`src/rtl/tensor_core_matmul_sequencer_pkg.sv`:
```
// Shared tensor-core types: matrix geometry, element/matrix typedefs, sequencer FSM states.
// Latency: n/a (declarations only).
// Backpressure: n/a.
package tensor_core_pkg;

  localparam int MATRIX_DIM   = 4;
  localparam int NUM_MATRICES = 2;
  localparam int ELEM_WIDTH   = 4;

  typedef logic signed [ELEM_WIDTH-1:0] elem_t;
  typedef elem_t matrix_t [MATRIX_DIM][MATRIX_DIM];

  typedef enum logic [1:0] {
    IDLE    = 2'd0,
    COMPUTE = 2'd1,
    WRITE   = 2'd2
  } matmul_state_t;

  // Accumulator holds four full-width products plus two bits of sum growth.
  function automatic int acc_width(input int data_width);
    return 2 * data_width + 2;
  endfunction

endpackage

```
`src/rtl/tensor_core_matmul_sequencer_if.sv`:
```
// Bulk read/write bus and start/busy/done handshake between controller and matmul sequencer.
// Latency: n/a (wiring only).
// Backpressure: none; start is only honoured while the sequencer is idle.
interface tensor_core_matmul_sequencer_if #(
  parameter int DATA_WIDTH = 4
);

  logic                         start_in;
  logic signed [DATA_WIDTH-1:0] bulk_read_data_in
    [tensor_core_pkg::NUM_MATRICES][tensor_core_pkg::MATRIX_DIM][tensor_core_pkg::MATRIX_DIM];
  logic                         busy_out;
  logic                         done_out;
  logic                         bulk_write_enable_out;
  logic signed [DATA_WIDTH-1:0] bulk_write_data_out
    [tensor_core_pkg::NUM_MATRICES][tensor_core_pkg::MATRIX_DIM][tensor_core_pkg::MATRIX_DIM];

  modport slave (
    input  start_in,
    input  bulk_read_data_in,
    output busy_out,
    output done_out,
    output bulk_write_enable_out,
    output bulk_write_data_out
  );

  modport master (
    output start_in,
    output bulk_read_data_in,
    input  busy_out,
    input  done_out,
    input  bulk_write_enable_out,
    input  bulk_write_data_out
  );

endinterface

```
`src/rtl/tensor_core_dot4.sv`:
```
// Four-term signed dot product followed by a saturate or wrap narrowing stage.
// Latency: combinational.
// Backpressure: none.
module tensor_core_dot4
  import tensor_core_pkg::*;
#(
  parameter int DATA_WIDTH = 4,
  parameter bit SATURATE   = 1'b1
) (
  input  logic signed [DATA_WIDTH-1:0] a_row [MATRIX_DIM],
  input  logic signed [DATA_WIDTH-1:0] b_col [MATRIX_DIM],
  output logic signed [DATA_WIDTH-1:0] result
);

  localparam int ACC_WIDTH  = acc_width(DATA_WIDTH);
  localparam int PROD_WIDTH = 2 * DATA_WIDTH;
  localparam int MAX_INT    = (2 ** (DATA_WIDTH - 1)) - 1;
  localparam int MIN_INT    = -(2 ** (DATA_WIDTH - 1));
  localparam logic signed [ACC_WIDTH-1:0] ACC_MAX = ACC_WIDTH'(MAX_INT);
  localparam logic signed [ACC_WIDTH-1:0] ACC_MIN = ACC_WIDTH'(MIN_INT);

  logic signed [ACC_WIDTH-1:0]  acc;
  logic signed [PROD_WIDTH-1:0] prod;

  // Sum the four full-precision products in the widened accumulator.
  always_comb begin
    acc  = '0;
    prod = '0;
    for (int k = 0; k < MATRIX_DIM; k++) begin
      prod = PROD_WIDTH'(a_row[k]) * PROD_WIDTH'(b_col[k]);
      acc  = acc + ACC_WIDTH'(prod);
    end
  end

  // Narrow to element width: clamp to the signed range, or keep the low bits.
  always_comb begin
    result = acc[DATA_WIDTH-1:0];
    if (SATURATE) begin
      if (acc > ACC_MAX) begin
        result = ACC_MAX[DATA_WIDTH-1:0];
      end else if (acc < ACC_MIN) begin
        result = ACC_MIN[DATA_WIDTH-1:0];
      end
    end
  end

endmodule

```
`src/rtl/tensor_core_matmul_sequencer.sv`:
```
// Snapshots A/B from the register file, computes C = A x B one element per cycle, writes {C, B} back.
// Latency: 17 edges from accepted start to the edge that captures the write; done pulses one cycle.
// Backpressure: start is ignored while busy; no request queuing.
module tensor_core_matmul_sequencer
  import tensor_core_pkg::*;
#(
  parameter int DATA_WIDTH = 4,
  parameter bit SATURATE   = 1'b1
) (
  input logic clock_in,
  input logic reset_n_in,
  tensor_core_matmul_sequencer_if.slave bus
);

  localparam int IDX_WIDTH = $clog2(MATRIX_DIM * MATRIX_DIM);
  localparam int RC_WIDTH  = $clog2(MATRIX_DIM);
  localparam logic [IDX_WIDTH-1:0] IDX_LAST = IDX_WIDTH'(MATRIX_DIM * MATRIX_DIM - 1);

  matmul_state_t        state_q, state_d;
  logic [IDX_WIDTH-1:0] idx_q, idx_d;
  logic                 capture_en;
  logic                 compute_en;

  logic signed [DATA_WIDTH-1:0] snap_a [MATRIX_DIM][MATRIX_DIM];
  logic signed [DATA_WIDTH-1:0] snap_b [MATRIX_DIM][MATRIX_DIM];
  logic signed [DATA_WIDTH-1:0] c_q    [MATRIX_DIM][MATRIX_DIM];

  logic [RC_WIDTH-1:0]          row;
  logic [RC_WIDTH-1:0]          col;
  logic signed [DATA_WIDTH-1:0] a_row [MATRIX_DIM];
  logic signed [DATA_WIDTH-1:0] b_col [MATRIX_DIM];
  logic signed [DATA_WIDTH-1:0] dot_result;

  assign row = idx_q[IDX_WIDTH-1 -: RC_WIDTH];
  assign col = idx_q[RC_WIDTH-1:0];

  // FSM state and element index registers.
  always_ff @(posedge clock_in or negedge reset_n_in) begin
    if (!reset_n_in) begin
      state_q <= IDLE;
      idx_q   <= '0;
    end else begin
      state_q <= state_d;
      idx_q   <= idx_d;
    end
  end

  // Next-state logic plus snapshot/compute enables.
  always_comb begin
    state_d    = state_q;
    idx_d      = idx_q;
    capture_en = 1'b0;
    compute_en = 1'b0;
    unique case (state_q)
      IDLE: begin
        if (bus.start_in) begin
          state_d    = COMPUTE;
          idx_d      = '0;
          capture_en = 1'b1;
        end
      end
      COMPUTE: begin
        compute_en = 1'b1;
        idx_d      = idx_q + 1'b1;
        if (idx_q == IDX_LAST) begin
          state_d = WRITE;
        end
      end
      WRITE: begin
        state_d = IDLE;
      end
      default: begin
        state_d = IDLE;
      end
    endcase
  end

  // Private A/B snapshot taken only at the start edge; C filled one element per compute edge.
  always_ff @(posedge clock_in or negedge reset_n_in) begin
    if (!reset_n_in) begin
      for (int i = 0; i < MATRIX_DIM; i++) begin
        for (int j = 0; j < MATRIX_DIM; j++) begin
          snap_a[i][j] <= '0;
          snap_b[i][j] <= '0;
          c_q[i][j]    <= '0;
        end
      end
    end else begin
      if (capture_en) begin
        for (int i = 0; i < MATRIX_DIM; i++) begin
          for (int j = 0; j < MATRIX_DIM; j++) begin
            snap_a[i][j] <= bus.bulk_read_data_in[0][i][j];
            snap_b[i][j] <= bus.bulk_read_data_in[1][i][j];
          end
        end
      end
      if (compute_en) begin
        c_q[row][col] <= dot_result;
      end
    end
  end

  // Present row idx/4 of A and column idx%4 of B to the dot-product unit.
  always_comb begin
    for (int k = 0; k < MATRIX_DIM; k++) begin
      a_row[k] = snap_a[row][k];
      b_col[k] = snap_b[k][col];
    end
  end

  tensor_core_dot4 #(
    .DATA_WIDTH (DATA_WIDTH),
    .SATURATE   (SATURATE)
  ) u_dot4 (
    .a_row  (a_row),
    .b_col  (b_col),
    .result (dot_result)
  );

  assign bus.busy_out              = (state_q != IDLE);
  assign bus.done_out              = (state_q == WRITE);
  assign bus.bulk_write_enable_out = (state_q == WRITE);

  // Write bus is driven straight from registers: slot 0 = C, slot 1 = B snapshot.
  always_comb begin
    for (int i = 0; i < MATRIX_DIM; i++) begin
      for (int j = 0; j < MATRIX_DIM; j++) begin
        bus.bulk_write_data_out[0][i][j] = c_q[i][j];
        bus.bulk_write_data_out[1][i][j] = snap_b[i][j];
      end
    end
  end

endmodule

```
`src/flat_wrapper.sv`:
```
// flat-port wrapper written by rule: the top's interface ports become plain ports
module tensor_core_matmul_sequencer_flat import tensor_core_pkg::*;
#(
  parameter int DATA_WIDTH = 4,
  parameter bit SATURATE   = 1'b1
)
  (clock_in, reset_n_in, bus_start_in, bus_bulk_read_data_in, bus_busy_out, bus_done_out, bus_bulk_write_enable_out, bus_bulk_write_data_out);
  tensor_core_matmul_sequencer_if #(.DATA_WIDTH(DATA_WIDTH)) bus_i ();
  input logic clock_in;
  input logic reset_n_in;
  input wire logic [$bits(bus_i.start_in)-1:0] bus_start_in;
  input wire logic [$bits(bus_i.bulk_read_data_in)-1:0] bus_bulk_read_data_in;
  output wire logic [$bits(bus_i.busy_out)-1:0] bus_busy_out;
  output wire logic [$bits(bus_i.done_out)-1:0] bus_done_out;
  output wire logic [$bits(bus_i.bulk_write_enable_out)-1:0] bus_bulk_write_enable_out;
  output wire logic [$bits(bus_i.bulk_write_data_out)-1:0] bus_bulk_write_data_out;
  assign bus_i.start_in = bus_start_in;
  assign bus_i.bulk_read_data_in = {>>{bus_bulk_read_data_in}};
  assign bus_busy_out = bus_i.busy_out;
  assign bus_done_out = bus_i.done_out;
  assign bus_bulk_write_enable_out = bus_i.bulk_write_enable_out;
  assign bus_bulk_write_data_out = {>>{bus_i.bulk_write_data_out}};
  tensor_core_matmul_sequencer #(.DATA_WIDTH(DATA_WIDTH), .SATURATE(SATURATE)) u_core (.clock_in(clock_in), .reset_n_in(reset_n_in), .bus(bus_i));
endmodule
```
`config.mk`:
```
export PLATFORM = sky130hd
export DESIGN_NAME = tensor_core_matmul_sequencer_flat
export DESIGN_NICKNAME = d
export VERILOG_FILES = /design/src/rtl/tensor_core_matmul_sequencer_pkg.sv /design/src/rtl/tensor_core_matmul_sequencer_if.sv /design/src/rtl/tensor_core_dot4.sv /design/src/rtl/tensor_core_matmul_sequencer.sv /design/src/flat_wrapper.sv
export SDC_FILE = /design/constraint.sdc
export NUM_CORES = 1
export LEC_CHECK = 0
export BUFFER_PORTS_ARGS = -buffer_cell sky130_fd_sc_hd__buf_4
export CAP_MARGIN = 20
export CORE_UTILIZATION = 41
export DETAILED_ROUTE_END_ITERATION = 6
export SYNTH_ARGS = -nofsm -noshare
export SYNTH_HDL_FRONTEND = slang
export SYNTH_SLANG_ARGS = --single-unit
```
`constraint.sdc`:
```
create_clock -name clock_in -period 10.2 [get_ports clock_in]
set_input_delay 0 -clock clock_in [delete_from_list [all_inputs] [get_ports clock_in]]
set_output_delay 0 -clock clock_in [all_outputs]
set_load 0.03 [all_outputs]
```
Word-level counts from Yosys, hierarchy flattened
Cells that the tools add are included.
{"block": "op_classes", "n_addsub": 4, "multipliers": 4, "order_cmp": 6, "n_eq_ne": 5, "muxes": 30, "n_bitwise": 2, "reduce_logical": 7}
{"op": "$bwmux W64", "count": 1}
{"op": "$mux W16", "count": 3}
{"op": "$mux W4", "count": 12}
{"op": "$bmux W16 S2", "count": 1}
{"op": "$bmux W4 S2", "count": 4}
{"op": "$demux W16 S2", "count": 1}
{"op": "$mul A4 B4 Y8", "count": 4}
{"op": "$add A10 B8 Y10", "count": 1}
{"op": "$add A9 B8 Y10", "count": 1}
{"op": "$gt A10 B4 Y1 const B", "count": 1}
{"op": "$lt A10 B4 Y1 const B", "count": 1}
{"op": "$add A8 B8 Y9", "count": 1}
{"op": "$demux W4 S2", "count": 1}
{"op": "$pmux W4 S2", "count": 1}
{"op": "$ge A3 B3 Y1 const B", "count": 2}
{"op": "$lt A3 B1 Y1 const B", "count": 2}
{"op": "$not A2 Y3", "count": 2}
{"op": "$add A4 B1 Y4 const B", "count": 1}
{"op": "$eq A4 B4 Y1 const B", "count": 1}
{"op": "$mux W2", "count": 2}
{"op": "$pmux W2 S2", "count": 1}
{"op": "$reduce_and A2 Y1", "count": 2}
{"op": "$reduce_bool A2 Y1", "count": 2}
{"op": "$mux W1", "count": 3}
{"op": "other kinds (6)", "count": 7}
{"block": "word_totals", "register_bits": 198, "input_bits": 131, "out_inout_bits": 131, "elab_cells": 108}

Logic depth before layout (Yosys ltp)
Gate-level depths: netlist (run 1).
{"block": "depth", "ltp_word": 12, "depth_mapped": 24, "mapped_depth_nobuf": 21}

Modules after synthesis
A second synthesis (run 1) with hierarchy kept.
{"block": "hier_totals", "cells_unflattened": 1134, "hier_area_um2": 11877.6}
{"module": "tensor_core_matmul_sequencer", "instances": 1, "cells_per_inst": 771, "area_per_inst_um2": 8519.4, "seq_area_each_um2": 4954.8}
{"module": "tensor_core_dot4", "instances": 1, "cells_per_inst": 363, "area_per_inst_um2": 3358.2, "seq_area_each_um2": 0.0}

Least setup slack after synthesis (run 1)
OpenSTA, ideal clock, no wires.
{"block": "synth_timing", "path_kind": "register to register", "startpoint": "reg u_core.idx_q[0]", "endpoint": "reg u_core.c_q (netlist bit u_core.bus.bulk_write_data_out[66])", "setup_ns": 0.131, "t_arrival_ns": 7.145, "required_time_ns": 10.069, "slack_ns": 2.924, "stages_incl_launch_ff": 24, "path_buffers": 3, "synth_period_minus_slack_ns": 7.276, "path_cell_list": "dfrtp_1 -> buf_2 -> clkbuf_1 -> mux4_2 -> inv_1 -> nor2_1 -> fa_1 -> fa_1 -> inv_1 -> fa_1 -> inv_1 -> fa_1 -> fa_1 -> inv_1 -> fa_1 -> inv_1 -> ha_1 -> or3_4 -> a211o_1 -> a211oi_2 -> nand3_2 -> nor4b_4 -> buf_6 -> o31ai_1"}
{"block": "synth_via", "elab_chain_len": 12, "word_cells_on_any_way": 32, "classes_between": "add/sub (3); mul (4); order compare (4); mux (19); bitwise (1); reduce/logical (1)"}
{"element": "start: declaration", "line_no": "tensor_core_matmul_sequencer.sv:20", "text": "logic [IDX_WIDTH-1:0] idx_q, idx_d;"}
{"element": "start signal: assignment", "line_no": "tensor_core_matmul_sequencer.sv:44", "text": "idx_q <= idx_d;"}
{"element": "$not A2 Y3 (not written as such) *", "line_no": "tensor_core_matmul_sequencer.sv:98, tensor_core_matmul_sequencer.sv:107"}
{"element": "$bmux W4 S2", "line_no": "tensor_core_matmul_sequencer.sv:107", "text": "b_col[k] = snap_b[k][col];"}
{"element": "$mux W4 (not written as such) (2 in a row)", "line_no": "tensor_core_matmul_sequencer.sv:107"}
{"element": "$mul A4 B4 Y8", "line_no": "tensor_core_dot4.sv:30", "text": "prod = PROD_WIDTH'(a_row[k]) * PROD_WIDTH'(b_col[k]);"}
{"element": "$add A8 B8 Y9", "line_no": "tensor_core_dot4.sv:31", "text": "acc = acc + ACC_WIDTH'(prod);"}
{"element": "$add A9 B8 Y10", "line_no": "tensor_core_dot4.sv:31"}
{"element": "$add A10 B8 Y10", "line_no": "tensor_core_dot4.sv:31"}
{"element": "$lt A10 B4 Y1", "line_no": "tensor_core_dot4.sv:41", "text": "end else if (acc < ACC_MIN) begin"}
{"element": "$mux W4", "line_no": "tensor_core_dot4.sv:41"}
{"element": "$mux W4", "line_no": "tensor_core_dot4.sv:39", "text": "if (acc > ACC_MAX) begin"}
{"element": "$bwmux W64 *", "line_no": "tensor_core_matmul_sequencer.sv:98", "text": "c_q[row][col] <= dot_result;"}
{"element": "end signal: indexed assignment", "line_no": "tensor_core_matmul_sequencer.sv:98"}
{"element": "end: declaration", "line_no": "tensor_core_matmul_sequencer.sv:26", "text": "logic signed [DATA_WIDTH-1:0] c_q [MATRIX_DIM][MATRIX_DIM];"}
Every way passes the cells marked *; elsewhere a longest branch is shown, timed or not. The select of a mux whose other input is x is not followed.
A chain may end at the register's enable or synchronous reset.

Final worst setup path (run 1)
{"block": "layout_timing", "startpoint": "reg u_core.idx_q[2]", "endpoint": "reg u_core.c_q (netlist bit u_core.bus.bulk_write_data_out[104])"}
{"block": "layout_via", "elab_chain_len": 12, "word_cells_on_any_way": 21, "classes_between": "add/sub (3); mul (4); order compare (4); mux (8); bitwise (1); reduce/logical (1)"}
{"element": "$not A2 Y3 (not written as such) *", "line_no": "tensor_core_matmul_sequencer.sv:98, tensor_core_matmul_sequencer.sv:106"}
{"element": "$bmux W16 S2", "line_no": "tensor_core_matmul_sequencer.sv:106", "text": "a_row[k] = snap_a[row][k];"}
{"element": "$mux W16 (not written as such) (2 in a row)", "line_no": "tensor_core_matmul_sequencer.sv:106"}
{"element": "$mul A4 B4 Y8", "line_no": "tensor_core_dot4.sv:30"}
{"element": "$add A8 B8 Y9", "line_no": "tensor_core_dot4.sv:31"}
{"element": "$add A9 B8 Y10", "line_no": "tensor_core_dot4.sv:31"}
{"element": "$add A10 B8 Y10", "line_no": "tensor_core_dot4.sv:31"}
{"element": "$lt A10 B4 Y1", "line_no": "tensor_core_dot4.sv:41"}
{"element": "$mux W4", "line_no": "tensor_core_dot4.sv:41"}
{"element": "$mux W4", "line_no": "tensor_core_dot4.sv:39"}
{"element": "$bwmux W64 *", "line_no": "tensor_core_matmul_sequencer.sv:98"}
Marked as above.

==> impl_metrics.tcl, run 1 <==
set metrics [dict create \
    tightestPinTransition_ps 1010 \
    grtUsageTotal_pct 25.6 \
    worst-path-max-fanout 19 \
    antenna_left 0 \
    crit_buf_inv 6 \
    yosysUniqueCellTypes 49 \
    finalSetupViolCount 0 \
    die-height_um 171 \
    drtIter0Drc 578 \
    port_buffers 261 \
    rsz0062_at_grt "no" \
    areaGrowthSynthToFinish_pct 36.3 \
    finalCritPeriodShare_pct 79.1 \
    hold_violations 0 \
    endpoint_kind "register" \
    clk_pin_slew_ps 90 \
    postCtsSetupRepairBufs 0 \
    fp.dieW_um 171 \
    nets 1809 \
    drc 0 \
    busiest_layer "met2" \
    path_class "register to register" \
    dp_hpwl_um 26200 \
    routed_via_density 4.93 \
    drt_pre_antenna_iters 5 \
    cts_hold_buf 129 \
    cts_tree "done" \
    cp.arrival_ps 8360 \
    fin_crit_ps 8070 \
    dieArea_sq_um 29200 \
    grt_pass1_vias 10200 \
    vias 9637 \
    outcome "completed" \
    htree_num_levels 4 \
    grt_use_met1_pct 32.8 \
    insertion_delay_ps 440 \
    final.setup_skew_ps 21.6 \
    post_cts_resize_count 0 \
    ys_async_sr_fraction_pct 100 \
    use_met3_pct 5.67 \
    synth_area_sq_um 11700 \
    max_stage_delay_ps 870 \
    path_delay_family "adder cells" \
    gp_congestion 0.943 \
    routed_wl_um 35400 \
    grt-ovfl-total 0 \
    cp.depth 21 \
    initial_utilization_pct 41.9 \
    slew_headroom_pct 32.4 \
    grtUsageMet2_pct 43.6 \
    hold_class "primary input to async pin" \
    fmax_ghz 0.124 \
    tns_ps 0 \
    syn_nets 1439 \
    drive_gt1_share_pct 22.4 \
    final_max_slew_viol_count 0 \
    syn-instance-count 1191 \
    max-cap-violations 0 \
    cp.required_ps 10490 \
    reg2regPathDepth 21 \
    placementRows 61 \
    synth_edf_count 0 \
    syn_avg_cell_area_sq_um 9.82 \
    cts_root_buf "clkbuf_16" \
    ys.flop_type "dfrtp_1" \
    ys_ff_latch 198 \
    antenna_found_initial 2 \
    grt_max_degree 82 \
    fill_cells 2507 \
    path_cells "buf_4 > mux4_2 > nand2_1 > inv_1 > fa_1 > inv_1 > fa_1 > fa_1 > inv_1 > fa_1 > fa_1 > inv_1 > fa_1 > inv_1 > ha_1 > or3_4 > a211o_1 > a221oi_2 > xnor2_2 > a41oi_2 > o31ai_1" \
    critPathSlowestCell "a41oi_2" \
    coreArea_sq_um 27900 \
    wl_per_cell_um 18.1 \
    clock_sinks 198 \
    io_pins 262 \
    seq_area_frac_synth_pct 42.4 \
    crit_top_cell "fa_1" \
    worstSetupStartpointType "register" \
    grt_pass1_wl_um 56200 \
    cts_buffers 17 \
    clockBufferDepth 2 \
    ys.warnings.count 0 \
]
## area by class of cell
class                           count  area [sq um]  area share [%]
Tap cell                          378           473            2.97
Timing Repair Buffer              400          3370            21.2
Sequential cell                   198          4950            31.1
Multi-Input combinational cell    834          6110            38.3
Clock inverter                     14           173            1.08
Clock buffer                       18           439            2.76
Antenna cell                        1          2.50          0.0157
Inverter                          110           413            2.59
## Yosys cell counts (5+ instances only)
library cell	n	area [sq um]
nand2b_1	10	62.6
mux4_2	32	721
nor2b_1	5	31.3
nor2_1	16	60.1
nand3_1	15	75.1
ha_1	36	450
dfrtp_1	198	4950
and2_1	36	225
o31ai_1	47	353
nand4_1	5	31.3
inv_1	110	413
xnor2_1	13	114
nand2_1	466	1750
clkbuf_1	36	135
fa_1	81	1620
a21oi_1	7	35.0
o21ai_0	24	120
## routing by layer
layer	share of wire [%]	vias up
met2	50	311
met4	2.2	0
met3	6.3	45
met1	41	4742
met5	0	-
li1	-	4539
## cell families (layout without fill, tap and decap cells)
| kind of cell | after synthesis | in the layout | share of synthesized area [%] |
|---|---|---|---|
| and+or+nand+nor | 564 | 564 | 20.2 |
| DFF | 198 | 198 | 42.4 |
| buffers and inverters | 159 | 542 | 5.48 |
| adders and majority gates | 119 | 119 | 17.9 |
| AOI/OAI and AO/OA | 101 | 101 | 6.28 |
| muxes | 33 | 33 | 6.25 |
| xor gates and xnor gates | 17 | 17 | 1.52 |
| other | 0 | 1 | 0 |
## metrics by stage
step | std cells | worst slack [ps] | hold WS, ps | area [sq um] | util, %
2_1_floorplan | 1191 | 2920 | -296 | 11700 | -
3_3_place_gp | 1789 | 2230 | -52.3 | 14000 | 50.0
3_5_place_dp | 1789 | 2100 | -48.6 | 14000 | 50.0
4_1_cts | 1950 | 2080 | 30.8 | 15900 | 56.8
5_1_grt | 1953 | 1730 | 46.1 | 15900 | 57.0
6_report | 1953 | 2130 | 23.8 | 15900 | 57.0
## worst register-to-register path: cells and delay by family, from the launching register on
kind / cells / cell delay [ps]
xor gates and xnor gates: 1 / 340
muxes: 1 / 630
AOI/OAI and AO/OA: 4 / 1670
and+or+nand+nor: 2 / 590
DFF: 1 / 630
adders and majority gates: 7 / 3370
buffers and inverters: 6 / 700
## cells in the final DEF (no fill, tap or decap), drive strengths merged, types with 2 or more instances in the layout
master	synthesis	routed
nand2	466	466
buf	13	270
dfrtp	198	198
dlygate4sd3	0	129
inv	110	117
fa	81	81
o31ai	49	49
ha	36	36
and2	36	36
mux4	32	32
o21ai	24	24
clkbuf	36	19
nor2	16	16
nand3	16	16
xnor2	14	14
nand2b	10	10
a21oi	7	7
nor2b	5	5
nand4	5	5
clkinv	0	5
a211oi	4	4
nor3	3	3
nor4	3	3
o21bai	2	2
maj3	2	2
a21o	2	2
a211o	2	2
o21a	2	2
and3	2	2
a41oi	2	2
clkinvlp	0	2
xor2	2	2
## registers in the layout, summed over array words and instances, names as in the netlist
register / flops
u_core.bus.bulk_write_data_out: 128
u_core.snap_a: 64
u_core.idx_q: 4
u_core.state_q: 2
## worst paths after layout
path                              startpoint  slack, ps                                   to
min                               reset_n_in         20   u_core.bus.bulk_write_data_out[36]
max reg2reg                  u_core.idx_q[2]       2130  u_core.bus.bulk_write_data_out[104]
max                          u_core.idx_q[2]       2130  u_core.bus.bulk_write_data_out[104]
min reg2reg                u_core.snap_a[10]        470                    u_core.snap_a[10]
min in group clock_in           bus_start_in        220    u_core.bus.bulk_write_data_out[3]
max in group asynchronous         reset_n_in       8850   u_core.bus.bulk_write_data_out[81]
Power of run 1 is not shown: default switching activity piles up to over one toggle a cycle in this logic, so the estimate is an artifact.
==> run 2, diff against run 1 <==
--- a/config.mk
+++ b/config.mk
@@ -5,10 +5,12 @@
 export SDC_FILE = /design/constraint.sdc
 export NUM_CORES = 1
 export LEC_CHECK = 0
+export ABC_AREA = 1
 export BUFFER_PORTS_ARGS = -buffer_cell sky130_fd_sc_hd__buf_4
 export CAP_MARGIN = 20
 export CORE_UTILIZATION = 41
 export DETAILED_ROUTE_END_ITERATION = 6
+export PLACE_DENSITY = 0.65
 export SYNTH_ARGS = -nofsm -noshare
 export SYNTH_HDL_FRONTEND = slang
 export SYNTH_SLANG_ARGS = --single-unit
==> constraint.sdc (replaced) <==
create_clock -name clock_in -period 7.02 [get_ports clock_in]
set_input_delay 0 -clock clock_in [delete_from_list [all_inputs] [get_ports clock_in]]
set_output_delay 0 -clock clock_in [all_outputs]
set_load 0.03 [all_outputs]
==> run 2 against run 1 <==
Effect of this change: first-iteration DRC count grew 13%; cell count grew 17%; largest cell class unchanged; critical path type unchanged; design area grew 3.5%; die area grew 2.7%; hold slack gained 82 ps; sequential share of layout area shrank 1.0 points; synthesized cell count grew 25%; critical endpoint is now u_core.bus.bulk_write_data_out[92].
==> impl_metrics.tcl, run 2 <==
set metrics [dict create \
    grt_max_degree 118 \
    areaGrowthSynthToFinish_pct 37.3 \
    grt-ovfl-total 0 \
    ys.flop_type "dfrtp_1" \
    synth_area_leaders "dfrtp_1 41%, nand2_1 22%, fa_1 13%, inv_1 5.7%, ha_1 3.7%" \
    fmax_ghz 0.151 \
    max_stage_delay_ps 550 \
    hold_class "primary input to register" \
    seq_area_frac_synth_pct 41.2 \
    cts_root_buf "clkbuf_16" \
    vias 10900 \
    gp_congestion 0.908 \
    layout_commonest_cell "nand2_1" \
    clk_pin_slew_ps 80 \
    tightestPinTransition_ps 995 \
    fin_crit_ps 6640 \
    htree_num_levels 4 \
    routed_wl_um 35600 \
    finalCritPeriodShare_pct 94.6 \
    synth_top_area_cell "dfrtp_1" \
    port_buffers 261 \
    grt_pass1_vias 11200 \
    drtIter0Drc 653 \
    clock_sinks 198 \
    synth_top_family_by_area "simple AND/OR/NAND/NOR gates" \
    largest_reg_flops 128 \
    final_max_slew_viol_count 0 \
    synth_most_common_cell "nand2_1" \
    synth_area_sq_um 12000 \
    insertion_delay_ps 450 \
    grt_pass1_wl_um 56600 \
    coreArea_sq_um 28800 \
    wl_met1_um 15100 \
    ys_ff_latch 198 \
    antenna_cells 0 \
    placementRows 62 \
    postPlaceCellArea_sq_um 14400 \
    cp.arrival_ps 7020 \
    grtUsageTotal_pct 23.9 \
    cts_tree "done" \
    hold_violations 0 \
    wl_per_cell_um 15.6 \
    design_area_sq_um 16500 \
    preCtsSetupSlack_ps 103 \
    final_util_pct 57.3 \
    cts_buffers 17 \
    netlist_top_cells_count "693 x nand2_1, 198 x dfrtp_1, 184 x inv_1, 81 x fa_1, 77 x nor2_1" \
    dr_wl_met2_um 17900 \
    cp.required_ps 7390 \
    routed_via_density 4.78 \
    yosys.area_share.adder_pct 17.2 \
    drc 0 \
    outcome "completed" \
    drive_gt1_share_pct 19.9 \
    wl_met3_um 1880 \
    hp-start "bus_start_in" \
    fill_cells 2537 \
    syn_nets 1740 \
    synth_compound_area_share_pct 5.93 \
    fp.dieW_um 173 \
    critPathSlowestCell "fa_1" \
    syn_avg_cell_area_sq_um 8.05 \
    crit_top_cell "nand2_1" \
    drt_pre_antenna_iters 7 \
    antenna_left 0 \
    ys_async_sr_fraction_pct 100 \
    synth-simple-area-share_pct 27.0 \
    crit_start "u_core.idx_q[2]" \
    final_cell_mix "689 x nand2_1, 279 x buf_4, 196 x dfrtp_1" \
    finalSetupViolCount 0 \
    synth_edf_count 0 \
    final.setup_skew_ps 23.2 \
    worstSetupStartpointType "register" \
    antenna_found_initial 0 \
    slew_headroom_pct 33.6 \
    max-cap-violations 0 \
    top_layer_used "met4" \
    initial_utilization_pct 41.7 \
    syn-instance-count 1492 \
    path_class "register to register" \
    dieArea_sq_um 30000 \
    worst-path-max-fanout 8 \
    clockBufferDepth 2 \
    yosysUniqueCellTypes 45 \
    synthXorXnorAreaFrac_pct 0.365 \
    synthMuxAreaShare_pct 0.0833 \
    netlist.area_leader.share_pct 41.2 \
    io_pins 262 \
    nets 2127 \
    endpoint_kind "register" \
    ys.warnings.count 0 \
    r2r_start "u_core.idx_q[2]" \
    dp_hpwl_um 25500 \
    die-height_um 173 \
    fin_ws_ps 378 \
]
[run 2: changes by cell type in the layout (fill, tap and decap cells not counted), moves of 11 or more]
cell	previous run	this run
o31ai_1	47	0
buf_4	268	279
inv_1	110	183
a22oi_1	0	12
mux4_2	32	0
nand2_1	465	689
and2_1	35	5
nor2_1	16	76
[run 2: cell families (layout without fill, tap and decap cells)]
| family | Yosys count | in the layout |
|---|---|---|
| and+or+nand+nor | 824 | 827 |
| buffers and inverters | 246 | 643 |
| DFF | 198 | 198 |
| adders and majority gates | 117 | 117 |
| AOI/OAI and AO/OA | 101 | 101 |
| xor gates and xnor gates | 5 | 5 |
| muxes | 1 | 1 |
[run 2: final cells by class]
class,count,area [sq um],area share (%)
clock buffer,17,425,2.58
multi-input combinational,1051,6190,37.5
timing repair buffer,413,3480,21.1
clock inverter,15,188,1.14
sequential,198,4960,30.1
inverter,198,774,4.70
tap,384,480,2.91
[run 2: final timing paths]
kind | to | slack [ps] | depth (start not counted)
setup / recovery | u_core.bus.bulk_write_data_out[92] | 380 | 29
hold / removal | u_core.state_q[0] | 110 | 3
setup reg to reg | u_core.bus.bulk_write_data_out[92] | 380 | 29
hold reg to reg | u_core.snap_a[23] | 480 | 2
max in group asynchronous | u_core.bus.bulk_write_data_out[36] | 5560 | 4
min in group asynchronous | u_core.bus.bulk_write_data_out[111] | 210 | 2
[run 2: repair_timing]
action	in CTS	in global routing
hold buffers	129	0
hold endpoints to repair	244	0
buffers inserted	0	2
resized for setup	0	33
setup endpoints to repair	0	64
[run 2: critical path, delay by kind of cell (launching register included)]
kind	cells	cell delay (ps)
adders and majority gates	7	3580
and+or+nand+nor	13	1340
AOI/OAI and AO/OA	2	540
buffers and inverters	7	640
DFF	1	470
[run 2: per-stage QoR]
| stage | cells | hold slack, ps | TNS [ps] |
|---|---|---|---|
| floorplan | 1492 | -296 | 0 |
| global placement | 2109 | 194 | 0 |
| detailed placement | 2109 | 197 | 0 |
| CTS | 2270 | 73.5 | 0 |
| global route | 2276 | 131 | -4.31 |
| finish | 2276 | 106 | 0 |
[run 2: routing by layer]
metal | vias up | track usage [%]
met5 | - | 0
met4 | 0 | 6.64
met3 | 40 | 4.68
met2 | 323 | 41.8
met1 | 5222 | 30.2
li1 | 5290 | -
Power of run 2 is left out for the same reason.
==> run 3, diff against run 2 <==
--- a/config.mk
+++ b/config.mk
@@ -8,9 +8,11 @@
 export ABC_AREA = 1
 export BUFFER_PORTS_ARGS = -buffer_cell sky130_fd_sc_hd__buf_4
 export CAP_MARGIN = 20
-export CORE_UTILIZATION = 41
+export CELL_PAD_IN_SITES_DETAIL_PLACEMENT = 1
+export CELL_PAD_IN_SITES_GLOBAL_PLACEMENT = 1
+export CORE_UTILIZATION = 37
 export DETAILED_ROUTE_END_ITERATION = 6
-export PLACE_DENSITY = 0.65
+export PLACE_DENSITY_LB_ADDON = 0.1
 export SYNTH_ARGS = -nofsm -noshare
 export SYNTH_HDL_FRONTEND = slang
 export SYNTH_SLANG_ARGS = --single-unit
==> run 3 against run 2 <==
Effect of this change: non-clock buffer count increased by 11; first-iteration DRC count decreased by 9.3%; wire length increased by 19%; core utilization decreased by 4.8 points; critical path type unchanged; register-to-register slack got worse by 20 ps; die area increased by 11%; largest cell class unchanged; sequential share of layout area decreased by 0.28 points; hold slack got worse by 30 ps; sequential cell count unchanged; count of clock-buffer cells in the layout increased by 1.
==> impl_metrics.tcl, run 3 (synthesis results as in run 2) <==
set metrics [dict create \
    preCtsSetupSlack_ps -51.6 \
    finalCritPeriodShare_pct 94.9 \
    fin_crit_ps 6660 \
    cts_root_buf "clkbuf_16" \
    drtIter0Drc 592 \
    htree_num_levels 4 \
    routed_wl_um 42200 \
    outcome "completed" \
    grtUsageTotal_pct 25.8 \
    fp.dieW_um 182 \
    clock_sinks 198 \
    crit_start "u_core.idx_q[2]" \
    grt_pass1_wl_um 66400 \
    dieArea_sq_um 33200 \
    initial_utilization_pct 37.9 \
    rr_endpoint "u_core.bus.bulk_write_data_out[94]" \
    io_pins 262 \
    critPathSlowestCell "fa_1" \
    worst-path-max-fanout 8 \
    whs_ps 75.8 \
    gp_congestion 0.870 \
    finalSetupViolCount 0 \
    r2r_start "u_core.idx_q[2]" \
    cts_buffers 17 \
    path_class "register to register" \
    fmax_ghz 0.150 \
    hold_class "primary input to async pin" \
    crit_buf_inv 9 \
    coreArea_sq_um 31700 \
    worstSetupStartpointType "register" \
    tightestPinTransition_ps 894 \
    clk_pin_slew_ps 90 \
    insertion_delay_ps 460 \
    final_cell_mix "688 x nand2_1, 292 x buf_4, 196 x dfrtp_1" \
    cp.arrival_ps 7010 \
    port_buffers 261 \
    max-cap-violations 0 \
    hold_violations 0 \
    clockBufferDepth 2 \
    grt_pass1_vias 12300 \
    drt_pre_antenna_iters 5 \
    dp_hpwl_um 30100 \
    cts_tree "done" \
    final_max_slew_viol_count 0 \
    wl_per_cell_um 18.3 \
    layout_commonest_cell "nand2_1" \
    areaGrowthSynthToFinish_pct 38.6 \
    vias 11300 \
    slew_headroom_pct 40.4 \
    grt-ovfl-total 0 \
    grt_max_degree 86 \
    nets 2138 \
    tns_ps 0 \
    fin_ws_ps 356 \
    cp.required_ps 7370 \
    antenna_found_initial 3 \
    antenna_left 0 \
    die-height_um 182 \
    reg2regPathDepth 33 \
    largest_reg_flops 128 \
    final.setup_skew_ps 16.6 \
    drc 0 \
    placementRows 65 \
    max_stage_delay_ps 550 \
    routed_via_density 4.90 \
    endpoint_kind "register" \
    drive_gt1_share_pct 20.7 \
    path_delay_family "adder cells" \
    r2r_slack_ps 360 \
]
-- run 3: per-stage QoR --
stage	instances	cell area [sq um]	util (%)
final	2308	16600	52.5
after global routing	2308	16600	52.5
after CTS	2300	16400	51.8
after detailed placement	2139	14500	45.7
after global placement	2139	14500	45.7
after floorplan	1492	12000	-
-- run 3: repair_timing --
action | 4_1_cts | 5_1_grt
hold endpoints to repair | 182 | 0
pin swaps | 0 | 5
hold buffers | 129 | 0
buffers inserted | 0 | 1
gates resized for setup | 1 | 39
cloned | 0 | 3
endpoints found under the setup margin | 37 | 64
-- run 3: how the worst max path moves through the flow --
| stage | slack, ps | to | depth (start not counted) |
|---|---|---|---|
| final | 360 | u_core.bus.bulk_write_data_out[94] | 33 |
| after global routing | -30 | u_core.bus.bulk_write_data_out[81] | 35 |
| after CTS | 40 | u_core.bus.bulk_write_data_out[84] | 29 |
| after detailed placement | -50 | u_core.bus.bulk_write_data_out[116] | 28 |
| after global placement | 130 | u_core.bus.bulk_write_data_out[116] | 28 |
| after floorplan | 710 | u_core.bus.bulk_write_data_out[68] | 33 |
-- run 3: routing by layer --
metal / vias to the layer above / routed length, um / track usage [%] / part of all wire, %
li1: 5319 / - / - / -
met5: - / 10 / 0 / 0.024
met1: 5650 / 18300 / 32.5 / 43
met2: 276 / 21200 / 45.3 / 50
met4: 2 / 1070 / 7.70 / 2.5
met3: 55 / 1610 / 4.13 / 3.8
-- run 3: area by class of cell --
cell class / instances / area [sq um]
fillers: 3807 / 15100
well taps: 402 / 503
multi-input cells: 1051 / 6260
inverters: 198 / 763
diodes: 3 / 7.51
clock buffers: 18 / 439
clock inverters: 14 / 171
flip-flops and latches: 198 / 4960
repair buffers: 424 / 3540
Power of run 3 is left out for the same reason.
